**src/rtl/fifo_wr_arbiter.sv**
```systemverilog
// Round-robin, burst-locked arbiter sharing one FIFO write port among NUM_REQ producers.
// Optional per-requester beat counters are built when FIFO_ARB_STATS_EN is defined.
module fifo_wr_arbiter #(
  parameter int unsigned NUM_REQ    = 4,
  parameter int unsigned DATA_WIDTH = 8,
  parameter int unsigned MAX_BURST  = 8,
  parameter int unsigned CNT_WIDTH  = 16
) (
  input  logic                          clk,
  input  logic                          rst,
  input  logic [NUM_REQ-1:0]            req_valid,
  input  logic [NUM_REQ-1:0]            req_last,
  input  logic [NUM_REQ*DATA_WIDTH-1:0] req_data,
  output logic [NUM_REQ-1:0]            req_ready,
  input  logic                          fifo_full,
  output logic                          fifo_w_en,
  output logic [DATA_WIDTH-1:0]         fifo_data_in,
  output logic [$clog2(NUM_REQ)-1:0]    grant_id,
  output logic                          busy
`ifdef FIFO_ARB_STATS_EN
  ,
  input  logic                          stat_clr,
  output logic [NUM_REQ*CNT_WIDTH-1:0]  stat_beats
`endif
);

  localparam int unsigned ID_W   = $clog2(NUM_REQ);
  localparam int unsigned BEAT_W = $clog2(MAX_BURST + 1);

  typedef enum logic {
    IDLE  = 1'b0,
    BURST = 1'b1
  } state_t;

  state_t              state_q, state_d;
  logic [ID_W-1:0]     owner_q, owner_d;
  logic [ID_W-1:0]     rr_q, rr_d;
  logic [BEAT_W-1:0]   beat_q, beat_d;
  logic                pick_found;
  logic [ID_W-1:0]     pick_idx;
  logic [DATA_WIDTH-1:0] data_arr [NUM_REQ];

  if (NUM_REQ < 2)   begin : g_chk_req   $error("NUM_REQ must be >= 2");   end
  if (MAX_BURST < 1) begin : g_chk_burst $error("MAX_BURST must be >= 1"); end
  if (CNT_WIDTH < 1) begin : g_chk_cnt   $error("CNT_WIDTH must be >= 1"); end

  for (genvar i = 0; i < NUM_REQ; i++) begin : g_unpack
    assign data_arr[i] = req_data[i*DATA_WIDTH +: DATA_WIDTH];
  end

  // First valid requester at or above rr_q, wrapping.
  always_comb begin
    int unsigned idx;
    idx        = 0;
    pick_found = 1'b0;
    pick_idx   = '0;
    for (int unsigned k = 0; k < NUM_REQ; k++) begin
      idx = (32'(rr_q) + k) % NUM_REQ;
      if (!pick_found && req_valid[ID_W'(idx)]) begin
        pick_found = 1'b1;
        pick_idx   = ID_W'(idx);
      end
    end
  end

  always_ff @(posedge clk) begin
    if (rst) begin
      state_q <= IDLE;
      owner_q <= '0;
      rr_q    <= '0;
      beat_q  <= '0;
    end else begin
      state_q <= state_d;
      owner_q <= owner_d;
      rr_q    <= rr_d;
      beat_q  <= beat_d;
    end
  end

  always_comb begin
    state_d      = state_q;
    owner_d      = owner_q;
    rr_d         = rr_q;
    beat_d       = beat_q;
    req_ready    = '0;
    fifo_w_en    = 1'b0;
    fifo_data_in = '0;
    case (state_q)
      IDLE: begin
        if (pick_found) begin
          owner_d = pick_idx;
          beat_d  = '0;
          state_d = BURST;
        end
      end
      BURST: begin
        req_ready[owner_q] = !fifo_full;
        // A write during reset would be lost by the FIFO's own reset.
        if (req_valid[owner_q] && !fifo_full && !rst) begin
          fifo_w_en    = 1'b1;
          fifo_data_in = data_arr[owner_q];
          beat_d       = beat_q + 1'b1;
          if (req_last[owner_q] || beat_q == BEAT_W'(MAX_BURST - 1)) begin
            state_d = IDLE;
            rr_d    = (owner_q == ID_W'(NUM_REQ - 1)) ? '0 : owner_q + 1'b1;
          end
        end
      end
      default: state_d = IDLE;
    endcase
  end

  assign grant_id = owner_q;
  assign busy     = (state_q == BURST);

`ifdef FIFO_ARB_STATS_EN
  // Saturating beat counters; clear wins over a same-cycle beat.
  for (genvar i = 0; i < NUM_REQ; i++) begin : g_stat
    logic [CNT_WIDTH-1:0] cnt_q;
    always_ff @(posedge clk) begin
      if (rst || stat_clr) begin
        cnt_q <= '0;
      end else if (fifo_w_en && owner_q == ID_W'(i) && cnt_q != '1) begin
        cnt_q <= cnt_q + 1'b1;
      end
    end
    assign stat_beats[i*CNT_WIDTH +: CNT_WIDTH] = cnt_q;
  end
`endif

endmodule

```
**config.mk**
```make
export PLATFORM = sky130hd
export DESIGN_NAME = fifo_wr_arbiter
export DESIGN_NICKNAME = d
export VERILOG_FILES = /design/src/rtl/fifo_wr_arbiter.sv
export SDC_FILE = /design/constraint.sdc
export NUM_CORES = 1
export LEC_CHECK = 0
export ABC_AREA = 1
export BUFFER_PORTS_ARGS = -buffer_cell sky130_fd_sc_hd__buf_2
export CORE_UTILIZATION = 40
export DETAILED_ROUTE_END_ITERATION = 16
export GPL_TIMING_DRIVEN = 0
export PLACE_DENSITY = 0.76
export REMOVE_ABC_BUFFERS = 1
export SLEW_MARGIN = 40
export SYNTH_ARGS = -nofsm -noshare
export SYNTH_HDL_FRONTEND = slang
export SYNTH_SLANG_ARGS = --single-unit
```
**constraint.sdc**
```tcl
create_clock -name clk -period 1.56 [get_ports clk]
set_input_delay 0.312 -clock clk [delete_from_list [all_inputs] [get_ports clk]]
set_output_delay 0.312 -clock clk [all_outputs]
set_load 0.01 [all_outputs]
```
== Yosys cells after proc, flatten, opt, wreduce, memory -nomap -nowiden ==
Index checks and enable logic that the tools add are counted.

* Register bits: 9
* Input bits: 43
* Output and inout port bits: 16
* Word-level logic and storage cells: 76

* Add/subtract/negate cells: 5
* $lt $le $gt $ge: 7
* Equal/unequal tests: 4
* Mux-type cells: 38
* Bitwise logic cells: 3
* Reductions and logical operators: 15

{| class="wikitable"
|+ Operators with widths
! cell !! number
|-
| $mux 8 || 4
|-
| $bmux 8 s2 || 1
|-
| $mux 1 || 16
|-
| $lt 2x3->1 const B || 5
|-
| $bmux 1 s2 || 6
|-
| $mux 4 || 3
|-
| $mux 2 || 5
|-
| $pmux 4 s2 || 1
|-
| $logic_and 1x1->1 || 6
|-
| $logic_not 1->1 || 5
|-
| $add 2x1->2 const B || 2
|-
| $add 2x2->2 const B || 2
|-
| $add 4x1->4 const B || 1
|-
| $and 4x4->4 || 1
|-
| $eq 4x3->1 const B || 1
|-
| $reduce_and 2->1 || 2
|-
| $ge 3x3->1 const B || 1
|-
| $not 2->3 || 1
|-
| $reduce_and 3->1 || 1
|-
| $demux 1 s2 || 1
|-
| $eq 2x2->1 const B || 1
|-
| $ge 2x1->1 const B || 1
|-
| $ne 2x1->1 const B || 1
|-
| $ne 2x2->1 const B || 1
|-
| 3 further kinds || 3
|}

== Depth between registers and ports, before layout ==
* Word-level depth: 14
* Depth in mapped cells: 11
* Mapped depth without buffers: 11

== Worst setup path after synthesis ==
OpenSTA, ideal clock, no wires.

* Path type: flip-flop to output port
* Start point: register owner_q[0], in the netlist grant_id[0]
* End point: output port fifo_data_in[2]
* Data arrival time: 1.377 ns
* Required time: 1.248 ns
* Setup slack: -0.129 ns
* Cell stages (with the launch flop): 7
* Path buffers: 2
* Path through: dfxtp_1 -> buf_2 -> buf_1 -> nor2_1 -> nor2_1 -> o21ai_0 -> a21oi_1

* Longest elaborated chain between the ends: 6
* Elaborated cells between the ends (all ways): 10
* Classes of those cells: mux (7); bitwise (1); reduce/logical (2)

{| class="wikitable"
|+ RTL lines
! item !! line !! source
|-
| start, declared || 36 || <nowiki>logic [ID_W-1:0] owner_q, owner_d;</nowiki>
|-
| start signal, assigned || 74 || <nowiki>owner_q <= owner_d;</nowiki>
|-
| $not 2->3 (implied by the code) or $bmux 1 s2 (tied branches) || 101, 99 ||
|-
| $bmux 8 s2 or $mux 1 (tied branches) || 101, 99 ||
|-
| $mux 8 (implied by the code) or $logic_and 1x1->1 (tied branches) (2 in a row) || 101, 99 ||
|-
| $mux 8 * || 99 || <nowiki>if (req_valid[owner_q] && !fifo_full && !rst) begin</nowiki>
|-
| $mux 8 * || 88 || <nowiki>case (state_q)</nowiki>
|-
| end, declared || 17 || <nowiki>output logic [DATA_WIDTH-1:0] fifo_data_in,</nowiki>
|}

Mark *: on every way between the ends. The rest lies on a longest branch, timed or not. The select of a mux whose other input is x is not followed.

== Worst setup path in the final report ==
* Start point: register owner_q[0], in the netlist grant_id[0]
* End point: output port fifo_data_in[5]

Same word-level chain as after synthesis.

==> results.tsv <==
metric	value	unit
CTS tree	yes	
RSZ-0062 raised after global routing	true	
Worst-Skew Late Latency	0.26	ns
Setup crit end	fifo_data_in[5]	
yosys warns	0	
first-pass GRT wire length	5230	um
fin area	1648	sq um
WP data required	1.25	ns
antenna viol nets, final	0	
CTS buffer count	3	
VDD IR max	0.3868	mV
vias in the first global route	1258	
worst hold path class	in2reg	
P&R area growth vs syn	56.97	%
PwrDens	624.5	nW/um^2
Placed Area	1336	sq um
Clock Root Buffer	clkbuf_4	
post-DP HPWL	2108	um
worst r2r dst	beat_q[2]	
synthesized netlist cell count	193	
n_diodes	0	
Mean Syn Cell Area	5.439	sq um
initial antenna violation count	0	
launch point of the worst path	grant_id[0]	
status	finished, violations left	
maximum clock rate	530.1	MHz
Mapped Area	1050	sq um
max_slew headroom	0.8426	
CP Class	reg2out	
Place WS	-1.350	ns
commonest non-fill, non-tap cell in the layout	buf_2	
Initial Util	0.4237	
GR Util All Layers	0.2506	
Worst Path Max Fanout	6	
DIE AREA	2833	sq um
#FFs+latches synth	9	
placed insts	273	
measured slew at the worst slew-check pin	0.2336	ns
FF-to-FF Start	grant_id[0]	
clock tree buffer depth	2	
Detailed Routing Iterations Pass 1	4	
Die X	53.23	um
layout cells sized above 1	0.4270	
top cells by area, synth	dfxtp_1 (17%), nor2_1 (16%), nand2_1 (15%), o21ai_0 (12%), a21oi_1 (7.2%)	
number of H-tree levels	1	
Reg2Reg Depth	10	
Period minus WS final	1.887	ns
WP data arrival	1.57	ns
failing checks	negative setup slack	
final hold vios	0	
fin. max-slew vios	0	
most frequent cells in the layout	buf_2 (57), nor2_1 (44), nand2_1 (37)	
FF-to-FF setup slack	0.01	ns
endpoint class of the critical path	output port	
Seq/Total Area, Yosys	0.1716	
CP Launch Type	flip-flop	
leakage	0.8535	nW
max cap viols	0	
share of the synthesized area in the top cell type	0.1716	
setup TNS	-3.345	ns
via/cell ratio	5.017	
post-synth cell types	24	
Final Power	1.029	mW
Clock Sinks	9	
Row Count	18	
GP Congestion	0.8325	
final period utilization	1.209	
Total Routed Length	3471	um
I/O pin cnt	59	
post-synth top area cell	dfxtp_1	
largest net degree at the start of global routing	14	
Final nets	316	
Die Ht	53.23	um
setup violators final	13	
final worst-path setup slack	-0.3265	ns
GR Overflow Total	0	
clk slew on worst S/H paths	0.06	ns
clk_skew	0.003054	ns
fin cells	297	
total vias in the final route	1490	
DR WL/cell	11.69	um
PortBufs	58	
Detailed Route Iter0 Violations	39	
core area	2477	sq um
DR DRC count	0	
-- kinds of logic after synthesis --
group / after synthesis / synth area share
AOI/OAI and AO/OA: 47 / 0.2348
xor gates and xnor gates: 2 / 0.01669
DFF: 9 / 0.1716
buffers and inverters: 28 / 0.1108
adders and majority gates: 5 / 0.05959
and+or+nand+nor: 102 / 0.4064
-- cells in the mapped netlist, drive strengths merged --
| cell type | instances |
|---|---|
| clkbuf | 3 |
| o211ai | 2 |
| nand3 | 9 |
| xnor2 | 1 |
| buf | 5 |
| a21oi | 15 |
| ha | 5 |
| nand4 | 2 |
| xor2 | 1 |
| o21a | 1 |
| inv | 20 |
| nor2 | 46 |
| nand2 | 45 |
| o21ai | 28 |
| dfxtp | 9 |
| o221ai | 1 |
-- metrics by stage --
step,hold slack [ns],utilization
finish,0.2419,0.6652
floorplan,0.3811,-
global route,0.2423,0.6652
CTS,0.2334,0.5985
global placement,0.4862,0.5394
detailed placement,0.4855,0.5394
-- flip-flops by register name, indices dropped and copies added (netlist names) --
name,cells
busy,1
grant_id,2
rr_q,2
beat_q,4
-- how the worst min path moves through the flow --
stage          startpoint        end  slack (ns)  depth (start not counted)
6_report              rst  beat_q[2]        0.24                          2
5_1_grt               rst  beat_q[2]        0.24                          2
4_1_cts               rst  beat_q[2]        0.23                          2
3_5_place_dp    beat_q[1]  beat_q[1]        0.49                          2
3_3_place_gp    beat_q[1]  beat_q[1]        0.49                          2
2_1_floorplan         rst  beat_q[2]        0.38                          1
-- per-layer routing --
layer  up-vias  wire length (um)  global-route usage
li1        768                 -                   -
met1       667              1562              0.3089
met2        48              1718              0.4417
met3         7               137             0.02586
met4         0                53             0.08772
met5         -                 0                   0
-- where the power goes --
| part | switching (mW) | total [mW] | internal (mW) |
|---|---|---|---|
| logic | 0.319 | 0.568 | 0.250 |
| clock network | 0.0863 | 0.185 | 0.0988 |
| registers | 0.0281 | 0.276 | 0.248 |
| total | 0.433 | 1.03 | 0.596 |
-- layout make-up --
| cell class | count | area [sq um] |
|---|---|---|
| multi-input combinational | 156 | 838.3 |
| timing repair inverter | 1 | 7.507 |
| timing repair buffer | 77 | 462.9 |
| sequential | 9 | 192.7 |
| fill | 224 | 829.5 |
| tap | 30 | 37.54 |
| inverter | 20 | 82.58 |
| clock buffer | 4 | 26.28 |
-- repair_timing --
item | in CTS | in global routing
resized for setup | 12 | 37
endpoints found under the setup margin | 23 | 22
cloned | 1 | 1
hold endpoints to repair | 0 | 0
pin swaps | 1 | 4
hold buffers | 0 | 0
setup buffers | 11 | 8
-- critical path: stages (launching register included) --
cell        delay, ns
dfxtp_4          0.40
clkinvlp_4       0.13
nand2_1          0.07
nand3_1          0.05
o21ai_1          0.07
nand4_1          0.16
buf_6            0.19
a21oi_1          0.10
buf_2            0.14
Power figures use the tool's default switching activity.
